[src/rtl/upd78xx_intc.sv]
// Interrupt controller for uPD78xx cores: synchronised NMI plus NUM_IRQ maskable
// channels, edge/level latching, fixed-priority arbitration, req/ack handshake.
module upd78xx_intc #(
    parameter int          NUM_IRQ     = 4,
    parameter int          SYNC_STAGES = 2,
    parameter logic [15:0] VEC_NMI     = 16'h0004,
    parameter logic [15:0] VEC_BASE    = 16'h0008,
    parameter int          VEC_STRIDE  = 8
) (
    input  logic               CLK,
    input  logic               RESETB,
    input  logic               CE,
    input  logic               NMI,
    input  logic [NUM_IRQ-1:0] IRQ,
    input  logic [NUM_IRQ-1:0] MODE,
    input  logic [NUM_IRQ-1:0] MASK,
    input  logic               IE,
    input  logic [NUM_IRQ-1:0] CLR,
    input  logic               INT_ACK,
    output logic               INT_REQ,
    output logic               INT_NMI,
    output logic [15:0]        INT_VEC,
    output logic [NUM_IRQ-1:0] PEND
);
    localparam int ID_W = (NUM_IRQ > 1) ? $clog2(NUM_IRQ) : 1;

    typedef enum logic [1:0] {S_IDLE, S_REQ, S_ACKED} state_t;

    function automatic logic [15:0] chan_vec(input logic [ID_W-1:0] id);
        logic [31:0] v;
        v = 32'(VEC_BASE) + 32'(id) * 32'(VEC_STRIDE);
        return v[15:0];
    endfunction

    logic [NUM_IRQ-1:0]     r_irq_sync [SYNC_STAGES];
    logic [SYNC_STAGES-1:0] r_nmi_sync;
    logic [NUM_IRQ-1:0]     r_irq_prev;
    logic                   r_nmi_prev;
    logic [NUM_IRQ-1:0]     r_edge_pend;
    logic                   r_nmi_pend;
    state_t                 r_state;
    logic                   r_cur_nmi;
    logic [ID_W-1:0]        r_cur_id;

    logic [NUM_IRQ-1:0] w_irq_s;
    logic               w_nmi_s;
    logic [NUM_IRQ-1:0] w_irq_rise;
    logic               w_nmi_fall;
    logic               w_ack;
    logic [NUM_IRQ-1:0] w_ack_edge_clr;
    logic [NUM_IRQ-1:0] w_elig;
    logic               w_any;
    logic               w_win_nmi;
    logic [ID_W-1:0]    w_win_id;
    logic [15:0]        w_win_vec;
    logic               w_switch;

    // NMI chain presets high so reset release never looks like a falling edge.
    always_ff @(posedge CLK or negedge RESETB) begin
        if (!RESETB) begin
            for (int i = 0; i < SYNC_STAGES; i++) r_irq_sync[i] <= '0;
            r_nmi_sync <= '1;
            r_irq_prev <= '0;
            r_nmi_prev <= 1'b1;
        end else if (CE) begin
            r_irq_sync[0] <= IRQ;
            r_nmi_sync[0] <= NMI;
            for (int i = 1; i < SYNC_STAGES; i++) begin
                r_irq_sync[i] <= r_irq_sync[i-1];
                r_nmi_sync[i] <= r_nmi_sync[i-1];
            end
            r_irq_prev <= w_irq_s;
            r_nmi_prev <= w_nmi_s;
        end
    end

    assign w_irq_s    = r_irq_sync[SYNC_STAGES-1];
    assign w_nmi_s    = r_nmi_sync[SYNC_STAGES-1];
    assign w_irq_rise = w_irq_s & ~r_irq_prev;
    assign w_nmi_fall = ~w_nmi_s & r_nmi_prev;
    assign w_ack      = CE && (r_state == S_REQ) && INT_ACK;

    // NOTE: every always_comb output gets a default first so no latch is inferred.
    always_comb begin
        w_ack_edge_clr = '0;
        for (int i = 0; i < NUM_IRQ; i++)
            w_ack_edge_clr[i] = w_ack && !r_cur_nmi && (r_cur_id == ID_W'(i));
    end

    // Set terms are OR-ed last so a same-tick set beats CLR or acknowledge.
    always_ff @(posedge CLK or negedge RESETB) begin
        if (!RESETB) begin
            r_edge_pend <= '0;
            r_nmi_pend  <= 1'b0;
        end else if (CE) begin
            r_edge_pend <= MODE & (w_irq_rise | (r_edge_pend & ~CLR & ~w_ack_edge_clr));
            r_nmi_pend  <= w_nmi_fall | (r_nmi_pend & ~(w_ack & r_cur_nmi));
        end
    end

    assign PEND   = (MODE & r_edge_pend) | (~MODE & w_irq_s);
    assign w_elig = PEND & ~MASK & {NUM_IRQ{IE}};
    assign w_any  = r_nmi_pend | (|w_elig);

    always_comb begin
        w_win_nmi = r_nmi_pend;
        w_win_id  = '0;
        for (int i = NUM_IRQ - 1; i >= 0; i--)
            if (w_elig[i]) w_win_id = ID_W'(i);
        w_win_vec = w_win_nmi ? VEC_NMI : chan_vec(w_win_id);
    end

    assign w_switch = (w_win_nmi != r_cur_nmi) || (!w_win_nmi && (w_win_id != r_cur_id));

    // NOTE: sequential state uses non-blocking assignments only.
    always_ff @(posedge CLK or negedge RESETB) begin
        if (!RESETB) begin
            r_state   <= S_IDLE;
            r_cur_nmi <= 1'b0;
            r_cur_id  <= '0;
            INT_REQ   <= 1'b0;
            INT_NMI   <= 1'b0;
            INT_VEC   <= 16'h0000;
        end else if (CE) begin
            case (r_state)
                S_IDLE: if (w_any) begin
                    r_cur_nmi <= w_win_nmi;
                    r_cur_id  <= w_win_id;
                    INT_NMI   <= w_win_nmi;
                    INT_VEC   <= w_win_vec;
                    INT_REQ   <= 1'b1;
                    r_state   <= S_REQ;
                end
                S_REQ: begin
                    // Acknowledge takes precedence; vector stays frozen for the core.
                    if (INT_ACK) begin
                        INT_REQ <= 1'b0;
                        r_state <= S_ACKED;
                    end else if (!w_any) begin
                        INT_REQ <= 1'b0;
                        r_state <= S_IDLE;
                    end else if (w_switch) begin
                        r_cur_nmi <= w_win_nmi;
                        r_cur_id  <= w_win_id;
                        INT_NMI   <= w_win_nmi;
                        INT_VEC   <= w_win_vec;
                    end
                end
                S_ACKED: if (!INT_ACK) r_state <= S_IDLE;
                default: r_state <= S_IDLE;
            endcase
        end
    end
endmodule

[config.mk]
export PLATFORM = sky130hd
export DESIGN_NAME = upd78xx_intc
export DESIGN_NICKNAME = d
export VERILOG_FILES = /design/src/rtl/upd78xx_intc.sv
export SDC_FILE = /design/constraint.sdc
export NUM_CORES = 1
export LEC_CHECK = 0
export BUFFER_PORTS_ARGS = -buffer_cell sky130_fd_sc_hd__buf_4
export CAP_MARGIN = 20
export CORE_MARGIN = 8
export CORE_UTILIZATION = 51
export CTS_CLUSTER_DIAMETER = 60
export DETAILED_ROUTE_END_ITERATION = 7
export PLACE_DENSITY_LB_ADDON = 0.08
export SYNTH_ARGS = -nofsm -noshare
export SYNTH_HDL_FRONTEND = slang
export SYNTH_SLANG_ARGS = --single-unit
[constraint.sdc]
create_clock -name CLK -period 2.7 [get_ports CLK]
set_clock_uncertainty 0.05 [all_clocks]
set_input_delay 0.135 -clock CLK [delete_from_list [all_inputs] [get_ports CLK]]
set_output_delay 0.135 -clock CLK [all_outputs]
set_load 0.02 [all_outputs]
# Word level (Yosys, flattened, before mapping)
# Index checks and enable logic that the tools add are counted.
totals:
  ff_bits: 42
  output_inout_bits: 22
classes:
  n_reduce_logical: 18
  n_eq_ne: 13
  addsub: 1
  bitwise: 22
  n_mux: 29
op_table:
  columns: ["cell", "n"]
  rows:
  - ["$mux W16", 4]
  - ["$and A4 B4 Y4", 8]
  - ["$pmux W16 S2", 1]
  - ["$mux W2", 12]
  - ["$not A4 Y4", 5]
  - ["$ne A2 B2 Y1 const B", 5]
  - ["$logic_and A1 B1 Y1", 8]
  - ["$or A4 B4 Y4", 2]
  - ["$reduce_and A4 Y1", 2]
  - ["$mux W1", 7]
  - ["$add A4 B5 Y6 const A", 1]
  - ["$eq A2 B2 Y1 const B", 3]
  - ["$mux W6", 1]
  - ["$pmux W2 S3", 1]
  - ["$reduce_and A6 Y1", 1]
  - ["$eq A2 B1 Y1 const B", 2]
  - ["$logic_not A2 Y1", 2]
  - ["$pmux W1 S2", 2]
  - ["$pmux W2 S2", 1]
  - ["$reduce_or A4 Y1", 1]
  - ["$and A1 B1 Y1", 3]
  - ["$ne A3 B3 Y1 const B", 1]
  - ["$logic_not A1 Y1", 2]
  - ["$ne A2 B2 Y1", 1]
  - ["5 further kinds", 7]

# Longest topological paths before layout
logic_depth:
  ltp_word: 16
  ltp_mapped: 7
  ltp_nobuf: 7

# Least setup slack after synthesis
# No wires, ideal clock.
synth_timing:
  kind: "register -> register"
  start: "register r_irq_sync, in the netlist w_irq_s[0]"
  end: "register INT_VEC[3]"
  period_less_slack_ns: 2.293
  t_arrival_ns: 2.118
  path_buffers: 0
  required_time_ns: 2.525
  setup_time_ns: 0.125
  path_stages_with_launch: 7
  setup_slack_ns: 0.407
  path_cell_list: "dfrtp_1 > mux2_4 > a22o_1 > o21ai_1 > or4b_1 > o31a_4 > mux2_4"
synth_via:
  elab_chain_len: 11
  elab_cells_between_ends: 21
  classes_between: "add/sub: 1; eq/ne: 4; mux: 7; bitwise: 5; reduce/logical: 4"
synth_rtl:
  columns: ["item", "line", "source"]
  rows:
  - ["start, declared", "35", "logic [NUM_IRQ-1:0] r_irq_sync [SYNC_STAGES];"]
  - ["start signal, assigned by index", "69", "r_irq_sync[i] <= r_irq_sync[i-1];"]
  - ["$and A4 B4 Y4 (*)", "101", "assign PEND = (MODE & r_edge_pend) | (~MODE & w_irq_s);"]
  - ["$or A4 B4 Y4 (*)", "101", null]
  - ["named net PEND[0]", "23", "output logic [NUM_IRQ-1:0] PEND"]
  - ["$and A4 B4 Y4 (*) (2 in series)", "102", "assign w_elig = PEND & ~MASK & {NUM_IRQ{IE}};"]
  - ["$mux W2", "109", "if (w_elig[i]) w_win_id = ID_W'(i);"]
  - ["$add A4 B5 Y6", "31", "v = 32'(VEC_BASE) + 32'(id) * 32'(VEC_STRIDE);"]
  - ["$mux W6", "110", "w_win_vec = w_win_nmi ? VEC_NMI : chan_vec(w_win_id);"]
  - ["$mux W16", "142", "end else if (w_switch) begin"]
  - ["$mux W16", "139", "end else if (!w_any) begin"]
  - ["$mux W16", "136", "if (INT_ACK) begin"]
  - ["$pmux W16 S2", "125", "case (r_state)"]
  - ["end signal, assigned", "130", "INT_VEC <= w_win_vec;"]
  - ["end signal, assigned", "146", "INT_VEC <= w_win_vec;"]
  - ["end, declared", "22", "output logic [15:0] INT_VEC,"]
# Mark *: on every way through the listed nets, which the timed path passes. The rest lies on a longest branch. The select of a mux whose other input is x is not followed.
# A chain may end at the register's enable or synchronous reset.

# Final worst setup path
layout_timing:
  start: "register r_irq_sync, in the netlist w_irq_s[0]"
  end: "register r_cur_id[0]"
layout_via:
  elab_chain_len: 10
  elab_cells_between_ends: 19
  classes_between: "eq/ne: 4; mux: 6; bitwise: 5; reduce/logical: 4"
layout_rtl:
  columns: ["item", "line", "source"]
  rows:
  - ["$and A4 B4 Y4 (*)", "101", null]
  - ["$or A4 B4 Y4 (*)", "101", null]
  - ["$and A4 B4 Y4 (*) (2 in series)", "102", null]
  - ["$mux W2", "109", null]
  - ["$ne A2 B2 Y1", "113", "assign w_switch = (w_win_nmi != r_cur_nmi) || (!w_win_nmi && (w_win_id != r_cur_id));"]
  - ["$logic_and A1 B1 Y1", "113", null]
  - ["$logic_or A1 B1 Y1", "113", null]
  - ["$ne A2 B2 Y1 (no source line)", null, null]
  - ["$reduce_and A6 Y1 (no source line)", null, null]
  - ["end signal, assigned", "128", "r_cur_id <= w_win_id;"]
  - ["end signal, assigned", "144", "r_cur_id <= w_win_id;"]
  - ["end, declared", "43", "logic [ID_W-1:0] r_cur_id;"]
# Mark *: on every way between the ends. The rest lies on a longest branch, timed or not. The select of a mux whose other input is x is not followed.

==> metrics.yaml <==
status: "complete, no violations"
netlist_top_cells_count: "dfrtp_1, buf_4, mux2_2"
seq_area_frac_synth_pct: 45.7
vias_per_cell: 5.08
leakagePower_uw: 0.000946
post-synth-top-count-cell: "dfrtp_1"
maxSlewViolCount: 0
worst_slack_ns: 0.353
route.detailed.wl_per_inst_um: 14.7
min_path_type: "in2reg"
power_density_nw_per_um2: 755
nNetsFinal: 202
path_buf_inv: 0
die-area_sq_um: 5180
synth_edf_count: 0
yosys_register_bits: 29
num_antenna_cells: 0
synth_area_leaders: "dfrtp_1, mux2_2, mux2_4, buf_4, dfstp_2"
ctsRootBufferMaster: "clkbuf_4"
die-width_um: 72.0
drt_iter0_markers: 75
grt_max_degree: 30
critical_path.cell_chain: "mux2_4 > a22o_1 > o21ai_1 > or4b_1 > o31a_4 > mux2_4"
cts.sinks: 29
final_area_sq_um: 1940
syn_area_per_cell_sq_um: 11.4
slowest_delay_ns: 0.47
cts_tree: "done"
cp-end-kind: "flip-flop"
antenna_found_initial: 0
pre_cts_ws_ns: 0.364
slowest_stage: "or4b_1"
drc: 0
yosys.area.top_type: "dfrtp_1"
setup_viol: 0
portBuffers: 31
core_sq_um: 3030
cts_buffers: 5
ant_nets: 0
post_dp_cell_area_sq_um: 1820
setup_tns_ns: 0
fmax_mhz: 426
num_io_pins: 44
syn_to_final_growth_pct: 21.5
hp-start: "MODE[2]"
cp_common_cell: "mux2_4"
layout.cells.non_filler: 224
synth_cell_types: 43
syn_area_sq_um: 1600
reg2reg_to: "r_cur_id[0]"
final_util_pct: 64.1
die_h_um: 72.0
gr-total-overflow: 0
start_kind: "flip-flop"
critical_path_class: "reg2reg"
start_util_pct: 52.8
synthCells: 140
clkTransAtPathRegs_ns: 0.09
yosys_warnings: 0
finalCriticalPeriod_ns: 2.35
period_share_pct: 86.9
synth_flop_cell: "dfrtp_1"
insertion_delay_ns: 0.33
ctsLongestPathBuffers: 2
cp.arrival_ns: 2.51
maxCapViolCount: 0
drive_above_1_share_pct: 37.2
cts.htree.levels: 2
hold_viol_final: 0
fp-row-count: 20
grt_pass1_wl_um: 5550
critical_path.max_fanout: 6
ir_worst_vdd_mv: 0.394
grt_setup_unrepaired: "no"
first_pass_iters: 4
reg2reg_from: "w_irq_s[0]"
gp_congestion: 0.813
cp.required_ns: 2.87
yosysTopAreaCellShare_pct: 40.7
path_delay_family: "compound AO/OA/AOI/OAI gates"
wirelength_um: 3280
dpl.hpwl_um: 2500
min_path_cells: 3
ff2ff_path_depth: 6
postSynth.asyncResetShare_pct: 100
globalRouteTotalUtil_pct: 13.9
grt_pass1_vias: 1225
hold_end: "r_edge_pend[2]"
r2r_setup_slack_ns: 0.35
dp_cells: 210
num_vias: 1137
-- worst max path at each step --
stage	slack (ns)	cells past startpoint	from	end
after floorplan	0.41	6	w_irq_s[0]	INT_VEC[3]
after global placement	0.42	6	w_irq_s[0]	INT_VEC[2]
after detailed placement	0.36	6	w_irq_s[0]	r_cur_id[0]
after CTS	0.35	6	w_irq_s[0]	r_cur_id[0]
after global routing	0.27	6	w_irq_s[0]	INT_VEC[3]
final	0.35	6	w_irq_s[0]	r_cur_id[0]
-- routing by layer --
metal / wire length (um) / global-route usage [%] / up-vias / part of all wire (%)
met1: 1390 / 15.4 / 537 / 42
met2: 1600 / 22.2 / 35 / 49
met4: 63 / 8.16 / 0 / 1.9
met3: 239 / 5.37 / 9 / 7.3
met5: 0 / 0 / - / 0
li1: - / - / 556 / -
-- worst min-delay path: stages --
cell	delay, ns
buf_4	0.11
nand2_1	0.05
o2bb2ai_1	0.05
-- layout by cell type, fill, tap and decap left out, drive strengths merged, types with 2 or more instances in the layout --
cell | Yosys | layout
nand4b | 2 | 2
nor2 | 4 | 4
nand2 | 8 | 8
a32oi | 2 | 2
o2bb2ai | 3 | 3
dfrtp | 26 | 26
a22oi | 3 | 3
a21oi | 2 | 2
buf | 14 | 31
clkbuf | 2 | 7
dfstp | 3 | 3
dlygate4sd3 | 0 | 6
mux2i | 2 | 2
mux2 | 22 | 22
conb | 1 | 12
inv | 11 | 11
and2b | 4 | 4
o21ai | 7 | 7
nor2b | 2 | 2
nand3b | 2 | 2
a22o | 2 | 2
-- area by class of cell --
class	count	area [sq um]
Fill cell	243	1090
Multi-Input combinational cell	94	756
Sequential cell	29	729
Timing Repair Buffer	37	293
Clock buffer	7	55.1
Tap cell	44	55.1
Inverter	12	45.0
Clock inverter	1	7.51
-- registers in the layout, summed over array words and instances (netlist names) --
signal	flops
INT_VEC	4
r_edge_pend	4
r_irq_prev	4
r_irq_sync	4
w_irq_s	4
r_cur_id	2
r_nmi_sync	2
r_state	2
INT_REQ	1
r_nmi_pend	1
r_nmi_prev	1
-- kinds of logic after synthesis --
kind of cell	count (synthesis)	synth area share [%]
DFF	29	45.7
and+or+nand+nor	28	10.2
adders and majority gates	1	0.783
muxes	24	18.9
other	1	0.235
buffers and inverters	28	9.63
AOI/OAI and AO/OA	28	14.1
xor gates and xnor gates	1	0.548
-- where the power goes --
part           internal [uW]  switching [uW]
registers                542             120
clock network            127             152
logic                    281             243
total                    950             515
-- per-stage QoR --
stage | hold WS, ns | power (uW)
final | 0.0229 | 1470
after global routing | 0.0270 | 1550
after CTS | 0.0134 | 1480
after detailed placement | 0.0342 | 1190
after global placement | 0.0233 | 1170
after floorplan | -0.211 | 1040
-- timing repair --
action	CTS	global route
endpoints found under the hold margin	34	0
gates resized for setup	0	0
buffers inserted	0	0
hold buffers	6	0
Note: power is estimated with default switching activity, not from simulation.
